==> src/rtl/path_ctrl_pkg.sv <==
// Shared state encoding and the default address map used by the path-planning firmware.
package path_ctrl_pkg;

    typedef enum logic [1:0] {
        IDLE     = 2'd0,
        WR_START = 2'd1,
        WR_END   = 2'd2,
        RUN      = 2'd3
    } ctrl_state_t;

    // Must match the firmware's linker/header addresses.
    localparam logic [31:0] DEF_START_ADDR = 32'h0200_0000;
    localparam logic [31:0] DEF_END_ADDR   = 32'h0200_0004;
    localparam logic [31:0] DEF_PATH_ADDR  = 32'h0200_0008;
    localparam logic [31:0] DEF_DONE_ADDR  = 32'h0200_000C;
    localparam logic [31:0] DEF_LEN_ADDR   = 32'h0200_00E0;

endpackage

==> src/rtl/path_node_buffer.sv <==
// Path node capture buffer: sequential slot fill, clear, and sticky overflow on a store to a full buffer.
module path_node_buffer #(
    parameter int NODE_W    = 5,
    parameter int MAX_NODES = 12
) (
    input  logic                        clk,
    input  logic                        reset,
    input  logic                        clear,
    input  logic                        wr_en,
    input  logic [NODE_W-1:0]           wr_data,
    output logic [MAX_NODES*NODE_W-1:0] node_values,
    output logic                        overflow
);

    localparam int IDX_W = $clog2(MAX_NODES + 1);

    logic [IDX_W-1:0] index;
    logic             full;

    assign full = (index == IDX_W'(MAX_NODES));

    always_ff @(posedge clk) begin
        if (reset || clear) begin
            index    <= '0;
            overflow <= 1'b0;
        end else if (wr_en) begin
            if (full) overflow <= 1'b1;
            else      index    <= index + IDX_W'(1);
        end
    end

    for (genvar k = 0; k < MAX_NODES; k++) begin : g_slot
        logic [NODE_W-1:0] slot_q;

        always_ff @(posedge clk) begin
            if (reset || clear)
                slot_q <= '0;
            else if (wr_en && !full && index == IDX_W'(k))
                slot_q <= wr_data;
        end

        assign node_values[k*NODE_W +: NODE_W] = slot_q;
    end

endmodule

==> src/rtl/path_capture_ctrl.sv <==
// Host-side controller: loads (start,end) into the core, runs it, and captures the path it stores back.
module path_capture_ctrl
    import path_ctrl_pkg::*;
#(
    parameter int          NODE_W         = 5,
    parameter int          MAX_NODES      = 12,
    parameter int          LEN_W          = 4,
    parameter int          TIMEOUT_CYCLES = 1_000_000,
    parameter logic [31:0] START_ADDR     = DEF_START_ADDR,
    parameter logic [31:0] END_ADDR       = DEF_END_ADDR,
    parameter logic [31:0] PATH_ADDR      = DEF_PATH_ADDR,
    parameter logic [31:0] DONE_ADDR      = DEF_DONE_ADDR,
    parameter logic [31:0] LEN_ADDR       = DEF_LEN_ADDR
) (
    input  logic                        clk,
    input  logic                        reset,
    input  logic [NODE_W-1:0]           start_node,
    input  logic [NODE_W-1:0]           end_node,
    input  logic                        mem_write,
    input  logic [31:0]                 riscv_rd_addr,
    input  logic [31:0]                 riscv_rd_data,
    output logic                        cpu_reset,
    output logic                        ext_mem_wrt,
    output logic [31:0]                 ext_data_addr,
    output logic [31:0]                 ext_wrt_data,
    output logic [MAX_NODES*NODE_W-1:0] node_values,
    output logic [LEN_W-1:0]            path_length,
    output logic                        path_valid,
    output logic                        busy,
    output logic                        overflow,
    output logic                        timeout
);

    localparam int TMR_W = (TIMEOUT_CYCLES > 1) ? $clog2(TIMEOUT_CYCLES) : 1;

    ctrl_state_t       state;
    logic              init_pend;
    logic [NODE_W-1:0] start_q, end_q;
    logic [TMR_W-1:0]  timer;
    logic              node_chg, restart, run_st, path_st, len_st, done_st;

    // A node change from any state restarts; init_pend forces one run after reset.
    assign node_chg = (start_node != start_q) || (end_node != end_q);
    assign restart  = node_chg || (state == IDLE && init_pend);
    assign run_st   = (state == RUN) && mem_write;
    assign path_st  = run_st && (riscv_rd_addr == PATH_ADDR) && !restart;
    assign len_st   = run_st && (riscv_rd_addr == LEN_ADDR);
    assign done_st  = run_st && (riscv_rd_addr == DONE_ADDR) && (riscv_rd_data == 32'd1);

    path_node_buffer #(
        .NODE_W    (NODE_W),
        .MAX_NODES (MAX_NODES)
    ) u_buf (
        .clk         (clk),
        .reset       (reset),
        .clear       (restart),
        .wr_en       (path_st),
        .wr_data     (riscv_rd_data[NODE_W-1:0]),
        .node_values (node_values),
        .overflow    (overflow)
    );

    always_ff @(posedge clk) begin
        if (reset) begin
            state         <= IDLE;
            init_pend     <= 1'b1;
            start_q       <= '0;
            end_q         <= '0;
            timer         <= '0;
            cpu_reset     <= 1'b1;
            ext_mem_wrt   <= 1'b0;
            ext_data_addr <= '0;
            ext_wrt_data  <= '0;
            path_length   <= '0;
            path_valid    <= 1'b0;
            busy          <= 1'b0;
            timeout       <= 1'b0;
        end else if (restart) begin
            state         <= WR_START;
            init_pend     <= 1'b0;
            start_q       <= start_node;
            end_q         <= end_node;
            timer         <= '0;
            cpu_reset     <= 1'b1;
            ext_mem_wrt   <= 1'b1;
            ext_data_addr <= START_ADDR;
            ext_wrt_data  <= 32'(start_node);
            path_length   <= '0;
            path_valid    <= 1'b0;
            busy          <= 1'b1;
            timeout       <= 1'b0;
        end else begin
            case (state)
                WR_START: begin
                    state         <= WR_END;
                    ext_data_addr <= END_ADDR;
                    ext_wrt_data  <= 32'(end_q);
                end
                WR_END: begin
                    state       <= RUN;
                    cpu_reset   <= 1'b0;
                    ext_mem_wrt <= 1'b0;
                end
                RUN: begin
                    if (len_st) path_length <= riscv_rd_data[LEN_W-1:0];
                    if (done_st) begin
                        state      <= IDLE;
                        path_valid <= 1'b1;
                        cpu_reset  <= 1'b1;
                        busy       <= 1'b0;
                    end else if (timer == TMR_W'(TIMEOUT_CYCLES - 1)) begin
                        state     <= IDLE;
                        timeout   <= 1'b1;
                        cpu_reset <= 1'b1;
                        busy      <= 1'b0;
                    end else begin
                        timer <= timer + TMR_W'(1);
                    end
                end
                default: ;
            endcase
        end
    end

endmodule

==> config.mk <==
export PLATFORM = sky130hd
export DESIGN_NAME = path_capture_ctrl
export DESIGN_NICKNAME = d
export VERILOG_FILES = /design/src/rtl/path_ctrl_pkg.sv /design/src/rtl/path_node_buffer.sv /design/src/rtl/path_capture_ctrl.sv
export SDC_FILE = /design/constraint.sdc
export NUM_CORES = 1
export LEC_CHECK = 0
export BUFFER_PORTS_ARGS = -buffer_cell sky130_fd_sc_hd__buf_2
export CAP_MARGIN = 20
export CORE_AREA = 4 4 96 120
export CTS_BUF_LIST = sky130_fd_sc_hd__clkbuf_4 sky130_fd_sc_hd__clkbuf_8 sky130_fd_sc_hd__clkbuf_16
export CTS_CLUSTER_SIZE = 12
export DETAILED_ROUTE_END_ITERATION = 10
export DIE_AREA = 0 0 100 124
export PLACE_DENSITY = 0.83
export SLEW_MARGIN = 15
export SYNTH_ARGS = -nofsm -noshare
export SYNTH_HDL_FRONTEND = slang
export SYNTH_SLANG_ARGS = --single-unit
==> constraint.sdc <==
create_clock -name clk -period 5.02 [get_ports clk]
set_input_delay 0.251 -clock clk [delete_from_list [all_inputs] [get_ports clk]]
set_output_delay 0.251 -clock clk [all_outputs]
set_load 0.01 [all_outputs]
==> impl_results.rst <==
.. list-table::
   :header-rows: 1

   * - Metric
     - Value
   * - Result of the run
     - finished, final reports clean
   * - Die area
     - roughly 12000 sq um
   * - Final total power
     - 0.00220 W
   * - Final-report setup violation count
     - 0
   * - Clock transition at the registers of the reported paths
     - around 0.06 ns
   * - Unrepaired setup endpoints after global routing
     - no
   * - Setup crit start kind
     - register
   * - CTS root buffer
     - sky130_fd_sc_hd__clkbuf_16
   * - Post-CTS Setup Repair Bufs
     - 0
   * - Post-synth EDFFs
     - 0
   * - Port Buffer Count
     - 153
   * - HPWL reported at the end of detailed placement
     - around 9.6 mm
   * - Total global-route track usage
     - a little over a fifth
   * - First-pass GRT wire length
     - 20.7 mm
   * - Overall overflow remaining after global route
     - 0
   * - Filler Cell Count
     - around 900
   * - Total of warnings raised by yosys
     - 0
   * - Final-stage net count
     - 800
   * - # DRC
     - 0
   * - Leakage Power
     - about 3.1 nW
   * - Post-Synthesis Cells
     - 570
   * - Final Non-Filler Cells
     - between 800 and 900
   * - Fin. Hold Viols
     - 0
   * - Worst Setup Path Type
     - reg -> reg
   * - Maximum number of pins on one net before global-route repair
     - 95
   * - Final Max Tran Viols
     - 0
   * - Share of the cycle needed by the critical path after routing
     - about 59%
   * - Iteration count of the initial detailed-routing pass
     - 4
   * - Routed WL
     - roughly 13 mm
   * - Maximum net fanout on the critical path
     - 15
   * - N_diodes
     - 0
   * - Crit end category
     - register
   * - Max Clock Skew
     - 0.00667 ns
   * - CTS Hold Buffers Added
     - 0
   * - Sequential share of the synthesized area
     - a little over two fifths
   * - Ratio of cells with drive above 1 in the final layout
     - roughly 28%
   * - Number of antenna violations at the first check in global routing
     - 0
   * - Area of the mapped netlist
     - between 5000 and 6000 sq um
   * - Top-Level Pins
     - ~210
   * - Number of vias after detailed routing
     - roughly 4500
   * - Clock sink count
     - 114
   * - Setup total negative slack
     - 0 ns
   * - Final Critical Period
     - a little under 3 ns
   * - Initial cell density of the core
     - 50.4%
   * - # H-tree levels
     - 4
   * - WL/cell
     - 15.0 microns
   * - Peak supply drop
     - 0.234 mV
   * - Detailed-route vias per instance
     - between 5 and 6
   * - Core area
     - between 10000 and 15000 sq um
   * - Slew Limit Headroom
     - between 30% and 40%
   * - Adder-Cell Fraction of Synth Area
     - 2.37%
   * - Synth Area in Simple Gates
     - 21.5%
   * - Main combinational cell family by area after synthesis
     - simple AND/OR/NAND/NOR gates
   * - Critical path data required time
     - between 5 and 6 ns
   * - Flip-flop and latch count after synthesis
     - 114
   * - Top-count cell post-synth
     - sky130_fd_sc_hd__dfxtp_1
   * - Slowest Stage Delay on Critical Path
     - roughly 0.85 ns
   * - Compound-gate portion of the synthesized area
     - between 6 and 7%
   * - Global placement routability congestion
     - between 0.8 and 0.9
   * - Ys flop type
     - sky130_fd_sc_hd__dfxtp_1
   * - Growth of design area from synthesis to finish
     - 23.2%
   * - Area share of the leading cell type in the synthesized netlist
     - about 43%
   * - Placed instance count
     - 826
   * - Clock network latency to the later pin of the worst-skew pair
     - approximately 0.4 ns
   * - Per-instance average area after synthesis
     - roughly 9 sq um
   * - Row count
     - 42
   * - Floorplan die height
     - roughly 120 microns
   * - Slowest cell on the critical path
     - sky130_fd_sc_hd__nor4_4
   * - Width of the die
     - roughly 100 microns
   * - Vias in the first global route
     - about 4400
   * - Share of cell area taken by muxes after synthesis
     - approximately 13%
   * - Fmax
     - 337 MHz
   * - Drt first-iter violations
     - roughly 110
   * - Count of cells resized by post-cts repair
     - 0
   * - Most frequent cell on the critical path
     - sky130_fd_sc_hd__nand4_1
   * - Crit-path cells
     - ha_1 -> and4bb_1 -> nand4_1 -> nor4_4 -> nand4_1 -> mux2i_1 -> nor2_1
   * - Synth area leader
     - sky130_fd_sc_hd__dfxtp_1
   * - Share of flip-flops with an asynchronous set or reset
     - 0%
   * - Xor and xnor area share after synthesis
     - under 10%
   * - Worst Tran Pin Value
     - slightly below 1 ns
   * - Largest cells by area after synthesis
     - sky130_fd_sc_hd__dfxtp_1 (43%), sky130_fd_sc_hd__mux2i_1 (13%), sky130_fd_sc_hd__buf_4 (8.3%)
   * - Class of the tightest hold or removal check
     - in -> reg
   * - Clock Tree Buf Depth
     - 2
   * - CTS tree
     - done
   * - List of most frequent post-synthesis cells
     - sky130_fd_sc_hd__dfxtp_1 (114), sky130_fd_sc_hd__nor2_1 (84), sky130_fd_sc_hd__mux2i_1 (71), sky130_fd_sc_hd__buf_4 (58), sky130_fd_sc_hd__clkbuf_1 (23)
   * - Routed Antenna Nets
     - 0
   * - Number of distinct standard cells referenced by the synthesized netlist
     - 42
   * - Cts bufs inserted
     - 17
   * - Max-capacitance violation count
     - 0
   * - Data arrival at the endpoint of the critical path
     - 3.22 ns
   * - Areal power density over the cells
     - about 340 nW/um^2
==> cells by family (layout without fill, tap and decap cells) <==
family,count (synthesis),after routing
compound gates,55,55
xor+xnor,13,13
fa+ha+maj,10,10
buf+inv,96,196
flops,114,114
mux,71,71
other cells,1,57
simple gates,210,210
==> sequential cells by signal, indices dropped and copies added, names as in the netlist, 2 cells and up <==
| register | flops |
|---|---|
| u_buf.g_slot.slot_q | 60 |
| ext_data_addr | 2 |
| end_q | 5 |
| path_length | 4 |
| u_buf.index | 4 |
| state | 2 |
| start_q | 5 |
| ext_wrt_data | 5 |
| timer | 20 |
==> critical path: cells and delay by family, from the launching register on <==
family / cells / cell delay [ns]
fa+ha+maj: 1 / 0.29
flops: 1 / 0.38
simple gates: 5 / 1.84
mux: 1 / 0.29
==> layer usage <==
metal / track usage [%] / share of wire, % / vias up
met2: 37.0 / 53 / 165
met4: 6.82 / 1.3 / 0
met1: 23.1 / 38 / 2112
met3: 7.51 / 7.8 / 18
li1: - / - / 2166
met5: 0 / 0 / -
==> cells in the final DEF, fill, tap and decap left out, drive strengths merged, types with 3 or more instances in the layout <==
master	n
nand2b	3
o21ai	15
inv	12
nand4	19
clkbuf	18
mux2i	71
a211oi	5
nor2	84
nor3	3
conb	57
ha	10
nand3	18
o31ai	5
nor2b	12
or4	8
xnor2	11
a21oi	22
buf	155
clkinv	3
dfxtp	114
nor4b	5
nor4	14
and3	7
or3	13
nand2	18
clkinvlp	6
==> worst paths after layout <==
path	startpoint	end	slack, ns	cells past startpoint
max	state[1]$_SDFFE_PP0P_	u_buf.g_slot[3].slot_q[0]$_SDFFE_PP0P_	2.05	7
min	end_node[4]	end_q[4]$_SDFFE_PP0P_	0.1	2
max reg2reg	state[1]$_SDFFE_PP0P_	u_buf.g_slot[3].slot_q[0]$_SDFFE_PP0P_	2.05	7
min reg2reg	path_valid$_SDFFE_PP0P_	path_valid$_SDFFE_PP0P_	0.45	2
==> layout make-up <==
class	instances	area (sq um)	share of cell area (%)
Clock buffer	18	439	6.76
Clock inverter	14	154	2.37
Inverter	9	33.8	0.520
Multi-Input combinational cell	416	2650	40.7
Sequential cell	114	2280	35.1
Tap cell	132	165	2.54
Timing Repair Buffer	155	781	12.0
==> per-stage QoR <==
step           hold WS (ns)  instance area (sq um)  setup slack [ns]  util [%]
2_1_floorplan         0.360                   5490              2.84         -
3_3_place_gp          0.431                   5900              2.09      56.4
3_5_place_dp          0.440                   5900              2.03      56.4
4_1_cts              0.0717                   6490              2.02      62.1
5_1_grt              0.0952                   6500              1.75      62.2
6_report             0.0951                   6500              2.05      62.2
==> where the power goes <==
part / total (W) / switching (W) / leakage (nW) / internal [W]
clock: 0.00119 / 0.000438 / 0.272 / 0.000747
combinational: 0.0000982 / 0.0000583 / 1.94 / 0.0000399
sequential: 0.000919 / 0.00000473 / 0.924 / 0.000914
total: 0.00220 / 0.000501 / 3.14 / 0.00170
(Power assumes the default switching activity.)
